**config.mk**
```make
export PLATFORM = sky130hd
export DESIGN_NAME = ervp_multi_tick_generator
export DESIGN_NICKNAME = d
export VERILOG_FILES = /design/src/rtl/ervp_multi_tick_pkg.sv /design/src/rtl/ervp_tick_channel.sv /design/src/rtl/ervp_multi_tick_generator.sv
export SDC_FILE = /design/constraint.sdc
export NUM_CORES = 1
export LEC_CHECK = 0
export ABC_AREA = 1
export CAP_MARGIN = 5
export CORE_AREA = 2 2 157 159
export CTS_CLUSTER_SIZE = 10
export DETAILED_ROUTE_END_ITERATION = 12
export DIE_AREA = 0 0 159 161
export GPL_ROUTABILITY_DRIVEN = 0
export GPL_TIMING_DRIVEN = 0
export SYNTH_ARGS = -nofsm -noshare
export SYNTH_HDL_FRONTEND = slang
export SYNTH_SLANG_ARGS = --single-unit
```
**constraint.sdc**
```tcl
create_clock -name clk -period 4.2 [get_ports clk]
set_clock_uncertainty 0.05 [all_clocks]
set_input_delay 0.84 -clock clk [delete_from_list [all_inputs] [get_ports clk]]
set_output_delay 0.84 -clock clk [all_outputs]
set_load 0.05 [all_outputs]
```
**src/rtl/ervp_multi_tick_pkg.sv**
```systemverilog
// Shared types and helpers for the multi-channel tick generator.
package ervp_multi_tick_pkg;

    typedef enum logic [1:0] {
        StIdle = 2'd0,
        StRun  = 2'd1,
        StDone = 2'd2
    } ch_state_e;

    // Zero-valued dividers and periods behave as 1.
    function automatic logic [31:0] eff_val(input logic [31:0] x);
        return (x == 32'd0) ? 32'd1 : x;
    endfunction

endpackage

```
**src/rtl/ervp_tick_channel.sv**
```systemverilog
// One tick channel: divides the base tick by a programmable period,
// periodic or one-shot, with a wrapping tick counter.
module ervp_tick_channel
    import ervp_multi_tick_pkg::*;
#(
    parameter int unsigned BW_PERIOD   = 16,
    parameter int unsigned BW_TICK_CNT = 8
) (
    input  logic                   clk,
    input  logic                   rst,
    input  logic                   enable,
    input  logic                   base_tick,
    input  logic [BW_PERIOD-1:0]   period,
    input  logic                   ch_enable,
    input  logic                   oneshot,
    input  logic                   restart,
    output logic                   tick,
    output logic                   active,
    output logic [BW_TICK_CNT-1:0] count
);

    ch_state_e              state_q, state_d;
    logic [BW_PERIOD-1:0]   cc_q, cc_d;
    logic [BW_TICK_CNT-1:0] cnt_q, cnt_d;
    logic [BW_PERIOD-1:0]   p_eff;
    logic                   period_hit;

    assign p_eff      = BW_PERIOD'(eff_val(32'(period)));
    // >= rather than == so a period lowered below cc fires instead of locking up.
    assign period_hit = (cc_q >= p_eff);

    always_comb begin
        state_d = state_q;
        cc_d    = cc_q;
        cnt_d   = cnt_q;
        tick    = 1'b0;
        if (enable) begin
            if (!ch_enable) begin
                state_d = StIdle;
                cc_d    = BW_PERIOD'(1);
            end else if (restart) begin
                state_d = StRun;
                cc_d    = BW_PERIOD'(1);
                cnt_d   = '0;
            end else begin
                case (state_q)
                    StIdle: begin
                        state_d = StRun;
                        cc_d    = BW_PERIOD'(1);
                        cnt_d   = '0;
                    end
                    StRun: begin
                        if (base_tick) begin
                            if (period_hit) begin
                                tick  = 1'b1;
                                cc_d  = BW_PERIOD'(1);
                                cnt_d = cnt_q + BW_TICK_CNT'(1);
                                if (oneshot) begin
                                    state_d = StDone;
                                end
                            end else begin
                                cc_d = cc_q + BW_PERIOD'(1);
                            end
                        end
                    end
                    StDone: begin
                        state_d = StDone;
                    end
                    default: begin
                        state_d = StIdle;
                    end
                endcase
            end
        end
    end

    always_ff @(posedge clk or posedge rst) begin
        if (rst) begin
            state_q <= StIdle;
            cc_q    <= BW_PERIOD'(1);
            cnt_q   <= '0;
        end else begin
            state_q <= state_d;
            cc_q    <= cc_d;
            cnt_q   <= cnt_d;
        end
    end

    assign active = (state_q == StRun);
    assign count  = cnt_q;

endmodule

```
**src/rtl/ervp_multi_tick_generator.sv**
```systemverilog
// Runtime-programmable prescaler producing a base tick, feeding NUM_CH
// independent divide-by-period tick channels.
module ervp_multi_tick_generator
    import ervp_multi_tick_pkg::*;
#(
    parameter int unsigned BW_PRESCALE = 10,
    parameter int unsigned NUM_CH      = 4,
    parameter int unsigned BW_PERIOD   = 16,
    parameter int unsigned BW_TICK_CNT = 8
) (
    input  logic                            clk,
    input  logic                            rstpp,
    input  logic                            enable,
    input  logic [BW_PRESCALE-1:0]          prescale_div,
    input  logic [NUM_CH*BW_PERIOD-1:0]     ch_period,
    input  logic [NUM_CH-1:0]               ch_enable,
    input  logic [NUM_CH-1:0]               ch_oneshot,
    input  logic [NUM_CH-1:0]               ch_restart,
    output logic                            base_tick,
    output logic [NUM_CH-1:0]               ch_tick,
    output logic [NUM_CH-1:0]               ch_active,
    output logic [NUM_CH*BW_TICK_CNT-1:0]   ch_tick_count
);

    logic [BW_PRESCALE-1:0] pc_q, pc_d;
    logic [BW_PRESCALE-1:0] d_eff;

    assign d_eff = BW_PRESCALE'(eff_val(32'(prescale_div)));
    // Gated by reset so no pulse escapes while pc sits at its reset value.
    assign base_tick = enable & ~rstpp & (pc_q >= d_eff);

    always_comb begin
        pc_d = pc_q;
        if (base_tick) begin
            pc_d = BW_PRESCALE'(1);
        end else if (enable) begin
            pc_d = pc_q + BW_PRESCALE'(1);
        end
    end

    always_ff @(posedge clk or posedge rstpp) begin
        if (rstpp) begin
            pc_q <= BW_PRESCALE'(1);
        end else begin
            pc_q <= pc_d;
        end
    end

    for (genvar i = 0; i < NUM_CH; i++) begin : g_ch
        ervp_tick_channel #(
            .BW_PERIOD   (BW_PERIOD),
            .BW_TICK_CNT (BW_TICK_CNT)
        ) u_ch (
            .clk       (clk),
            .rst       (rstpp),
            .enable    (enable),
            .base_tick (base_tick),
            .period    (ch_period[i*BW_PERIOD +: BW_PERIOD]),
            .ch_enable (ch_enable[i]),
            .oneshot   (ch_oneshot[i]),
            .restart   (ch_restart[i]),
            .tick      (ch_tick[i]),
            .active    (ch_active[i]),
            .count     (ch_tick_count[i*BW_TICK_CNT +: BW_TICK_CNT])
        );
    end

endmodule
```
==> reports/qor.csv <==
stage,metric,value,unit
status,status,completed,
cells_and_area,fin_cells,1875,
setup_path,crit_arrival,3.21,ns
floorplanning,dieHeight,161,microns
cells_and_area,layout-drive-gt1-share,0.0838,
job,max_cap_violations,0,
pwr,switchingPower,1.21,mW
pwr,power_density,304,mW/mm^2
place,placed_area,0.0111,sq mm
synth,syn_avg_cell_area,6.79,sq um
timing,hold_viol_final,0,
pwr,cellLeakagePower,5.95,nW
floorplanning,die_w,159,microns
clock_tree,numClockSinks,114,
route,ant_nets,0,
route,drt_iter0_drc,366,
pwr,p_int,2.40,mW
timing,drv_slew,0,
route,wl_per_cell,12.7,microns
route,viasPerCell,4.84,
clock_tree,htreeDepth,4,
setup_path,setup.worst_path.end_class,primary output,
timing,finalSetupViolCount,0,
route,drc_errors,0,
synth,ys_ff_latch,114,
pwr,pwr-share-comb,0.248,
clock_tree,clockBufferDepth,2,
pwr,power,3.61,mW
cells_and_area,finalInstanceArea,0.0119,sq mm
synth,syn-num-nets,1567,
global_routing,grt_overflow,0,
timing,fmax,0.244,GHz
synth,yosysTopAreaCellShare,0.290,
place,hpwl,18.3,mm
clock_tree,insertion_delay,0.42,ns
cells_and_area,fin_util,0.496,
floorplanning,placementRows,57,
floorplanning,start_util,0.393,
synth,yosys_warnings,0,
hold_path,hold_class,flip-flop to flip-flop,
floorplanning,dieArea,0.0256,sq mm
route,vias,9067,
timing,period_share,0.977,
global_routing,grt_pass1_vias,8490,
setup_path,critPathRequiredTime,3.31,ns
synth,yosysSeqAreaShare,0.303,
place,place_inst,1839,
global_routing,antenna_found_initial,0,
global_routing,grt_use_total,0.192,
timing,max-slew-margin-rel,0.641,
pwr,clkPwrFrac,0.400,
synth,synthCells,1387,
global_routing,grt_start_max_net_pins,76,
floorplanning,io_pins,130,
setup_path,cp_max_fo,5,
synth,synth_area,0.00942,sq mm
cells_and_area,nets,1718,
timing,worst_slew_pin_slew,0.536,ns
pwr,ir_drop,0.161,mV
pwr,p_sw_frac,0.335,
place,port_buffers,127,
clock_tree,cts_tree,done,
clock_tree,cts-root-buf,clkbuf_16,
floorplanning,coreArea,0.0240,sq mm
clock_tree,cts.clk_slew.worst_paths,0.05,ns
timing,fin_crit,4.10,ns
route,wirelength,23.9,mm
clock_tree,cts_hold_repair.buffers,0,
synth,synth_area_leaders,"dfrtp_1 (29%), nand2_1 (15%), ha_1 (12%)",
clock_tree,numCtsBuffers,17,
setup_path,worstSetupStartpointType,primary input,
cells_and_area,antenna_cells,0,
cells_and_area,syn_to_final_growth,26.2,%
route,firstDrtPassIters,5,
pwr,p_seq_frac,0.352,
synth,yosysTopAreaCell,dfrtp_1,
global_routing,grt_pass1_wl,40.7,mm
synth,synth_cell_types,40,
setup_path,path_class,primary input to primary output,
==> registers in the layout, indices dropped and copies added (netlist names) <==
| name | flops |
|---|---|
| g_ch.u_ch.state_q | 8 |
| g_ch.u_ch.cc_q | 64 |
| pc_q | 10 |
| g_ch.u_ch.count | 32 |
==> through the flow <==
step	worst slack [ns]	hold WS, ns	TNS, ns
floorplan	0.303	0.392	0
global route	-0.00948	0.442	-0.00948
global placement	-1.90	0.410	-213.01
detailed placement	-1.04	0.416	-3.25
finish	0.0986	0.427	0
CTS	0.0273	0.427	0
==> what timing repair did <==
| item | CTS | global route |
|---|---|---|
| setup buffers | 0 | 4 |
| resized for setup | 41 | 18 |
| setup endpoints to repair | 5 | 5 |
| pin swaps | 3 | 5 |
==> per-layer routing <==
metal  part of all wire  GRT usage  up-vias
met4             0.0093     0.0488        0
li1                   -          -     4773
met2               0.47      0.321      141
met5                  0          0        -
met1               0.48      0.259     4136
met3              0.032     0.0326       17
==> path summary, 6_finish.rpt <==
| path | from | endpoint | slack (ns) | cells past startpoint |
|---|---|---|---|---|
| worst max-delay path | ch_period[29] | ch_tick[1] | 0.1 | 15 |
| worst min-delay path | g_ch[2].u_ch.state_q[1] | g_ch[2].u_ch.state_q[1] | 0.43 | 2 |
| worst max register to register | g_ch[1].u_ch.cc_q[11] | g_ch[1].u_ch.count[3] | 1.84 | 9 |
| worst min register to register | g_ch[2].u_ch.state_q[1] | g_ch[2].u_ch.state_q[1] | 0.43 | 2 |
| max in group asynchronous | rstpp | g_ch[2].u_ch.cc_q[0] | 2.52 | 3 |
| min in group asynchronous | rstpp | g_ch[1].u_ch.cc_q[7] | 0.85 | 2 |
==> power groups by stage <==
stage	Combinational [mW]	Clock, mW	Sequential, mW
finish	0.897	1.45	1.27
global route	1.02	1.53	1.28
CTS	0.903	1.48	1.27
detailed placement	0.892	0	1.29
global placement	0.878	0	1.29
floorplan	0.557	0	1.31
==> area by class of cell <==
cell class              count  area [sq um]
plain buffers              31           219
clock buffers              17           425
clock inverters            15           160
fillers                  2480         12100
inverters                 223           842
multi-input cells        1019          5660
flip-flops and latches    114          2860
well taps                 324           405
repair buffers            132          1320
==> synth_stat cells (all sizes together) <==
master / instances
o21a: 1
a41o: 4
xor2: 20
nand4: 53
nand2: 396
xnor2: 3
dfstp: 5
or2: 5
inv: 223
nor4: 18
nand3b: 11
a31o: 1
clkbuf: 6
a21oi: 43
and2: 1
ha: 91
buf: 25
dfrtp: 109
nor2: 163
o21ai: 50
a21o: 3
o21bai: 8
and3: 2
a21boi: 1
nor3b: 3
nor3: 39
nand3: 103
==> critical path, stage by stage <==
cell and delay (ns):
clkdlybuf4s50_1 0.46, nor4_4 0.39, a41o_1 0.22, ha_1 0.22
nand2_1 0.06, nor2_1 0.04, and2_1 0.14, nor2_1 0.08
nand2_1 0.10, nand2_2 0.13, nand2_2 0.09, inv_2 0.11
nor4_4 0.04, buf_4 0.14, buf_6 0.14
==> cells by family (layout without fill, tap and decap cells) <==
family	after synthesis	count (layout)	synth area share
buffers and inverters	254	418	0.112
xor gates and xnor gates	23	23	0.0214
AOI/OAI and AO/OA	111	111	0.0697
DFF	114	114	0.303
adders and majority gates	91	91	0.121
and+or+nand+nor	794	794	0.372
==> cell usage in the layout (no fill, tap or decap), types with 9 or more instances in the layout <==
| cell type | n |
|---|---|
| o21ai_0 | 40 |
| dfrtp_1 | 109 |
| clkbuf_16 | 17 |
| nand2_2 | 11 |
| nand3_1 | 99 |
| nand3b_1 | 11 |
| xor2_1 | 20 |
| nor2_1 | 155 |
| nand4_1 | 53 |
| buf_2 | 10 |
| o21ai_1 | 9 |
| buf_4 | 16 |
| clkdlybuf4s50_1 | 119 |
| nand2_1 | 384 |
| a21oi_1 | 41 |
| nor3_1 | 35 |
| inv_1 | 215 |
| ha_1 | 91 |
Note: power is estimated with default switching activity, not from simulation.
